`config.mk`:
```
export PLATFORM = sky130hd
export DESIGN_NAME = dmem_arbiter
export DESIGN_NICKNAME = d
export VERILOG_FILES = /design/src/rtl/dmem_arbiter.sv
export SDC_FILE = /design/constraint.sdc
export NUM_CORES = 1
export LEC_CHECK = 0
export ABC_CLOCK_PERIOD_IN_PS = 2300
export CAP_MARGIN = 30
export CORE_MARGIN = 4
export CORE_UTILIZATION = 41
export CTS_CLUSTER_DIAMETER = 150
export DETAILED_ROUTE_END_ITERATION = 8
export PLACE_DENSITY = 0.79
export SYNTH_ARGS = -nofsm -noshare
export SYNTH_HDL_FRONTEND = slang
export SYNTH_SLANG_ARGS = --single-unit
```
`constraint.sdc`:
```
create_clock -name clk -period 2.3 [get_ports clk]
set_input_delay 0.575 -clock clk [delete_from_list [all_inputs] [get_ports clk]]
set_output_delay 0.575 -clock clk [all_outputs]
set_load 0.005 [all_outputs]
```
`src/rtl/dmem_arbiter.sv`:
```
`default_nettype none
// ============================================================================
// dmem_arbiter : round-robin CPU/debug arbiter for the single-port data memory
// Revision 1.0
// ============================================================================
module dmem_arbiter #(
  parameter int LATENCY = 2,
  parameter int AW      = 32,
  parameter int DW      = 32
) (
  input  logic          clk,
  input  logic          rst_n,
  input  logic          cpu_load,
  input  logic          cpu_store,
  input  logic [AW-1:0] cpu_addr,
  input  logic [DW-1:0] cpu_wdata,
  output logic [DW-1:0] cpu_rdata,
  output logic          cpu_stall,
  input  logic          dbg_req,
  input  logic          dbg_we,
  input  logic [AW-1:0] dbg_addr,
  input  logic [DW-1:0] dbg_wdata,
  output logic [DW-1:0] dbg_rdata,
  output logic          dbg_done,
  output logic [AW-1:0] mem_addr,
  output logic [DW-1:0] mem_wdata,
  output logic          memRead,
  output logic          data_memory_write,
  input  logic [DW-1:0] mem_rdata
);

  localparam int CW = $clog2(LATENCY + 1);
  localparam logic [CW-1:0] CNT_ONE  = CW'(1);
  localparam logic [CW-1:0] CNT_INIT = CW'(LATENCY);

  localparam logic [1:0] S_IDLE   = 2'd0;
  localparam logic [1:0] S_STROBE = 2'd1;
  localparam logic [1:0] S_WAIT   = 2'd2;
  localparam logic [1:0] S_DONE   = 2'd3;

  localparam logic OWN_CPU = 1'b0;
  localparam logic OWN_DBG = 1'b1;

  logic [1:0]    state_q, state_d;
  logic [CW-1:0] cnt_q, cnt_d;
  logic          owner_q, owner_d;
  logic          we_q, we_d;
  logic          last_owner_q, last_owner_d;
  logic [AW-1:0] mem_addr_q, mem_addr_d;
  logic [DW-1:0] mem_wdata_q, mem_wdata_d;
  logic [DW-1:0] cpu_rdata_q, cpu_rdata_d;
  logic [DW-1:0] dbg_rdata_q, dbg_rdata_d;
  logic          cpu_req;

  assign cpu_req = cpu_load | cpu_store;

  always_ff @(posedge clk or negedge rst_n) begin
    if (!rst_n) begin
      state_q      <= S_IDLE;
      cnt_q        <= '0;
      owner_q      <= OWN_CPU;
      we_q         <= 1'b0;
      last_owner_q <= OWN_DBG;
      mem_addr_q   <= '0;
      mem_wdata_q  <= '0;
      cpu_rdata_q  <= '0;
      dbg_rdata_q  <= '0;
    end else begin
      state_q      <= state_d;
      cnt_q        <= cnt_d;
      owner_q      <= owner_d;
      we_q         <= we_d;
      last_owner_q <= last_owner_d;
      mem_addr_q   <= mem_addr_d;
      mem_wdata_q  <= mem_wdata_d;
      cpu_rdata_q  <= cpu_rdata_d;
      dbg_rdata_q  <= dbg_rdata_d;
    end
  end

  always_comb begin
    state_d      = state_q;
    cnt_d        = cnt_q;
    owner_d      = owner_q;
    we_d         = we_q;
    last_owner_d = last_owner_q;
    mem_addr_d   = mem_addr_q;
    mem_wdata_d  = mem_wdata_q;
    cpu_rdata_d  = cpu_rdata_q;
    dbg_rdata_d  = dbg_rdata_q;
    case (state_q)
      S_IDLE: begin
        // Under contention the requester that did not own the last access wins.
        if (cpu_req && (!dbg_req || last_owner_q == OWN_DBG)) begin
          owner_d     = OWN_CPU;
          we_d        = ~cpu_load;
          mem_addr_d  = cpu_addr;
          mem_wdata_d = cpu_wdata;
          cnt_d       = CNT_INIT;
          state_d     = S_STROBE;
        end else if (dbg_req) begin
          owner_d     = OWN_DBG;
          we_d        = dbg_we;
          mem_addr_d  = dbg_addr;
          mem_wdata_d = dbg_wdata;
          cnt_d       = CNT_INIT;
          state_d     = S_STROBE;
        end
      end
      S_STROBE: state_d = S_WAIT;
      S_WAIT: begin
        // Count reaches one in the cycle mem_rdata becomes valid.
        if (cnt_q == CNT_ONE) begin
          if (!we_q) begin
            if (owner_q == OWN_CPU) cpu_rdata_d = mem_rdata;
            else                    dbg_rdata_d = mem_rdata;
          end
          cnt_d   = '0;
          state_d = S_DONE;
        end else begin
          cnt_d = cnt_q - CNT_ONE;
        end
      end
      S_DONE: begin
        last_owner_d = owner_q;
        state_d      = S_IDLE;
      end
      default: state_d = S_IDLE;
    endcase
  end

  always_comb begin
    memRead           = (state_q == S_STROBE) & ~we_q;
    data_memory_write = (state_q == S_STROBE) & we_q;
    dbg_done          = (state_q == S_DONE) & (owner_q == OWN_DBG);
    cpu_stall         = cpu_req & ~((state_q == S_DONE) & (owner_q == OWN_CPU));
  end

  assign mem_addr  = mem_addr_q;
  assign mem_wdata = mem_wdata_q;
  assign cpu_rdata = cpu_rdata_q;
  assign dbg_rdata = dbg_rdata_q;

endmodule
`default_nettype wire

```
==> reports/results.tsv <==
metric	value	unit
clockBufferDepth	2	
drc_errors	0	
crit_type	in -> out	
insertion_delay	410	ps
num_antenna_cells	0	
cp_max_fo	2	
setup_viol	0	
tightest_slew	585	ps
grt_pass1_wl	29900	um
root_buffer	clkbuf_16	
synthToLayoutAreaGrowth	64.5	%
syn_nets	717	
tritoncts	done	
grt_pass1_vias	5660	
syn_avg_cell_area	11.0	um2
clock.fmax	459	MHz
cp.depth	4	
maxCapViolCount	0	
power.total	12.8	mW
yosysSeqAreaShare	56.3	%
grt_use_total	22.9	%
power_leakage	4.16	nW
slew_headroom	61.0	%
fin_setup_tns	0	ps
grt_max_degree	66	
cts_made_buffers	17	
path_cells	clkdlybuf4s50_1, nor2_4, a21oi_1, dlygate4sd2_1	
place_congestion	0.817	
ys_types	31	
core	14100	um2
status	completed	
rr_worst_depth	6	
first_pass_iters	4	
synth_area	6010	um2
dieArea	16600	um2
antenna_found_initial	0	
portBuffers	297	
ant_nets	0	
powerDensity	1300	nW/um2
die_height	129	um
n_fill_cell	984	
rsz0062_at_grt	no	
max_stage_delay	550	ps
dpl.hpwl	14200	um
ir_drop	545	uV
path_buf_inv	2	
drive_above_1_share	15.2	%
wirelength	19400	um
end_kind	primary output	
finalHoldViolCount	0	
ys_warn_count	0	
htreeDepth	4	
arrival	1600	ps
crit_slowest_cell	clkdlybuf4s50_1	
routed_via_density	5.31	
required	1730	ps
crit_family	buffers and inverters	
skew	9.00	ps
clkSinkCount	135	
grt.overflow.total	0	
num_vias	5440	
hp-class	in -> async	
wl_per_cell	19.0	um
min_period_over_period	94.6	%
slew_violations	0	
io-pin-count	298	
fin_nets	1003	
drt_iter0_markers	201	
path_clk_slew	60	ps
cts-hold-fix-buffers	0	
die_x	129	um
initial_core_util	42.6	%
min_period	2180	ps
syn_inst	545	
ys_seq_elements	135	
crit_path_start_kind	primary input	
placementRows	43	
## cell usage after synthesis
library cell | number | area (um2)
a21oi_1 | 2 | 10.0
buf_6 | 3 | 33.8
mux2_1 | 2 | 22.5
a31oi_1 | 64 | 400
o21a_1 | 1 | 7.51
nand2b_1 | 2 | 12.5
ha_1 | 6 | 75.1
nor2b_1 | 3 | 18.8
o31a_1 | 1 | 8.76
inv_2 | 1 | 3.75
clkbuf_1 | 27 | 101
buf_1 | 8 | 30.0
dfrtp_1 | 134 | 3350
nor3_2 | 1 | 10.0
nor2_1 | 66 | 248
a21o_1 | 1 | 7.51
and2_1 | 2 | 12.5
inv_1 | 4 | 15.0
o21ai_0 | 68 | 340
nor4b_1 | 1 | 8.76
or3_1 | 1 | 6.26
nand2_1 | 2 | 7.51
a31o_2 | 1 | 8.76
o31ai_1 | 1 | 7.51
nand3_1 | 64 | 320
mux2_4 | 30 | 450
dfstp_2 | 1 | 26.3
buf_2 | 12 | 60.1
mux2_2 | 34 | 383
o32a_1 | 1 | 10.0
or2_2 | 1 | 6.26
## worst reg2reg max path: stages, from the launching register on
cell and delay, ps:
dfrtp_1 410, inv_1 110, ha_1 240, nand2_1 120, or3_2 480, buf_12 210
mux2_4 330
## layer usage
layer,track usage [%],share of wire [%],vias up
met5,0,0,-
met4,9.82,3.1,0
met3,6.02,8.0,40
met2,39.4,50,256
met1,27.2,39,2608
li1,-,-,2536
## kinds of logic after synthesis
logic type,after synthesis,share of synthesized area [%]
simple gates,143,10.8
compound gates,140,13.3
flops,135,56.3
mux,66,14.2
fa+ha+maj,6,1.25
buf+inv,55,4.06
## registers in the layout, indices dropped and copies added, names as in the netlist
register      cells
mem_wdata        32
cpu_rdata        32
last_owner_q      1
cnt_q             2
owner_q           1
we_q              1
mem_addr         32
dbg_rdata        32
state_q           2
## cell type report
cell class	instances	area, um2	share of cell area (%)
clock buffers	18	439	4.44
clock inverters	14	173	1.75
inverters	5	18.8	0.190
multi-input cells	355	2410	24.4
flip-flops and latches	135	3380	34.2
well taps	180	225	2.28
repair buffers	317	3240	32.7
## worst paths after layout
kind	slack [ps]	start	endpoint
max	120	cpu_load	cpu_stall
min	40	rst_n	we_q$_DFFE_PN0P_
max reg2reg	270	state_q[0]$_DFFE_PN0P_	dbg_rdata[17]$_DFFE_PN0P_
min reg2reg	480	cnt_q[0]$_DFFE_PN0P_	cnt_q[0]$_DFFE_PN0P_
max in group asynchronous	1660	rst_n	dbg_rdata[5]$_DFFE_PN0P_
min in group clk	480	cnt_q[0]$_DFFE_PN0P_	cnt_q[0]$_DFFE_PN0P_
## metrics by stage
| step | hold slack (ps) | util (%) | cell area [um2] | std cells | setup slack (ps) |
|---|---|---|---|---|---|
| after floorplan | 279 | - | 6010 | 545 | 508 |
| after detailed placement | 477 | 65.7 | 9260 | 991 | -139 |
| after CTS | 45.9 | 70.0 | 9870 | 1023 | 17.6 |
| final | 41.9 | 70.1 | 9880 | 1024 | 124 |
| after global placement | 468 | 65.7 | 9260 | 991 | -128 |
| after global routing | 55.4 | 70.1 | 9880 | 1024 | 69.3 |
## timing repair
action / in CTS / in global routing
gates resized for setup: 3 / 2
buffers inserted: 0 / 1
endpoints found under the setup margin: 3 / 1
## layout by cell type (no fill, tap or decap), types with 2 or more instances in the layout
| cell | Yosys | layout |
|---|---|---|
| buf_4 | 0 | 11 |
| nand2_1 | 2 | 2 |
| o21ai_0 | 68 | 68 |
| nor2b_1 | 3 | 2 |
| mux2_1 | 2 | 2 |
| nor2_1 | 66 | 65 |
| clkinv_2 | 0 | 2 |
| bufinv_16 | 0 | 3 |
| nand3_1 | 64 | 64 |
| inv_1 | 4 | 4 |
| clkdlybuf4s50_1 | 0 | 292 |
| inv_6 | 0 | 3 |
| dlygate4sd2_1 | 0 | 3 |
| mux2_4 | 30 | 30 |
| and2_1 | 2 | 2 |
| clkinvlp_4 | 0 | 5 |
| ha_1 | 6 | 5 |
| a31oi_1 | 64 | 64 |
| a21oi_1 | 2 | 2 |
| mux2_2 | 34 | 34 |
| clkbuf_16 | 0 | 17 |
| dfrtp_1 | 134 | 134 |
| buf_12 | 0 | 9 |
## where the power goes
group	switching [mW]	leakage, nW	internal, mW
Sequential	0.717	1.58	3.61
Clock	1.06	0.285	1.74
Combinational	2.16	2.29	3.53
Power figures use the tool's default switching activity.
==> edit: new RTL, same flow settings <==
The parameter `DW` goes from 32 to 16.
--- a/src/rtl/dmem_arbiter.sv
+++ b/src/rtl/dmem_arbiter.sv
@@ -6,7 +6,7 @@
 module dmem_arbiter #(
   parameter int LATENCY = 2,
   parameter int AW      = 32,
-  parameter int DW      = 32
+  parameter int DW      = 16
 ) (
   input  logic          clk,
   input  logic          rst_n,
Ports: changed (6 resized); port bits go from 298 to 202. No check against the original RTL was run, so the function may have changed too.
==> edit against the unedited design <==
- final area fell by 35%
- total power down 40%
- core utilization decreased by 2.0 points
- setup slack lost 0.074 ns
- routed wire length down 33%
- final cell count is 30% lower
- sequential cell count down 48
- area after synthesis down 34%
- combinational power shrank 35%
- largest power group unchanged
- highest routed layer unchanged
==> edit: results (changes against the unedited design) <==
- Outcome: completed
- Worst-path clk slew: 0.10 ns (+0.04 ns)
- Post-synthesis sequential area ratio: 0.545 (-0.0173)
- NonClk Buf Share: 0.338 (+0.0106)
- RePlAce Congestion: 0.841 (+3.0%)
- Setup slack, reg-to-reg: 0.44 ns (+0.17 ns)
- Critical Path AT: 1.68 ns (+0.08 ns)
- Cell area after layout: 0.00638 mm² (-35%)
- Pin count of the biggest net entering global routing: 79 (+20%)
- Root buf cell: clkbuf_8
- Multi-input combinational area share: 0.257 (+0.0127)
- Syn Nets: 510 (-29%)
- Non-clk bufs: 217 (-32%)
- VDD IR max: 0.563 mV (+3.2%)
- DP Worst Slack: -0.0230 ns (+0.116 ns)
- Syn Inst Count: 386 (-29%)
- Nets: 703 (-30%)
- Finished Layout Cells: 713 (-30%)
- Setup Skew: 0.0112 ns (+0.00222 ns)
- Seq_cells: 87 (-36%)
- PortBufs: 201 (-32%)
- Critical path origin: state_q[1]
- Multi-In Gates: 259 (-27%)
- CLK BUF: 10 (-8)
- Fill count: 791 (-20%)
- H-tree levels: 3 (-1)
- Crit path to: dbg_done
- WL final: 12.9 mm (-33%)
- Slew @ Worst Pin: 0.638 ns (+0.0522 ns)
- Final hold slack: 0.226 ns (+0.184 ns)
- Initial DRC count: 186 (-7.5%)
- Top post-synthesis cells by count: dfrtp_1 (86), o21ai_0 (51), nor2_1 (50), a31oi_1 (48), nand3_1 (48)
- Gr usage total: 0.221 (-0.00800)
- First-pass GRT wire length: 20.1 mm (-33%)
- Post-synth cell types: 37 (+19%)
- Clock buf/inv share: 0.0359 (-0.0261)
==> edit: kinds of logic (layout without fill, tap and decap cells) <==
logic type / count (synthesis) / after routing / share of synthesized area
buf+inv: 40 / 238 / 0.0464
simple gates: 111 / 111 / 0.129
mux: 34 / 34 / 0.105
fa+ha+maj: 6 / 6 / 0.0188
flops: 87 / 87 / 0.545
compound gates: 108 / 108 / 0.155
==> edit: worst max-delay path, cell delays in order, from the launching register on <==
cell	delay [ns]
dfrtp_1	0.41
buf_4	0.15
ha_2	0.18
and2_2	0.17
clkdlybuf4s50_1	0.44
==> edit: what timing repair did <==
action,4_1_cts,5_1_grt
hold endpoints to repair,0,0
gates resized for setup,1,3
setup buffers,0,1
endpoints found under the setup margin,1,2
==> edit: layer usage <==
layer / GRT usage / share of wire
met1: 0.265 / 0.39
met2: 0.397 / 0.52
met3: 0.0397 / 0.063
met4: 0.0785 / 0.023
met5: 0 / 0
==> edit: power by group <==
group,switching [mW],internal [mW]
Sequential,0.430,2.32
Clock,0.563,0.650
Combinational,1.47,2.24
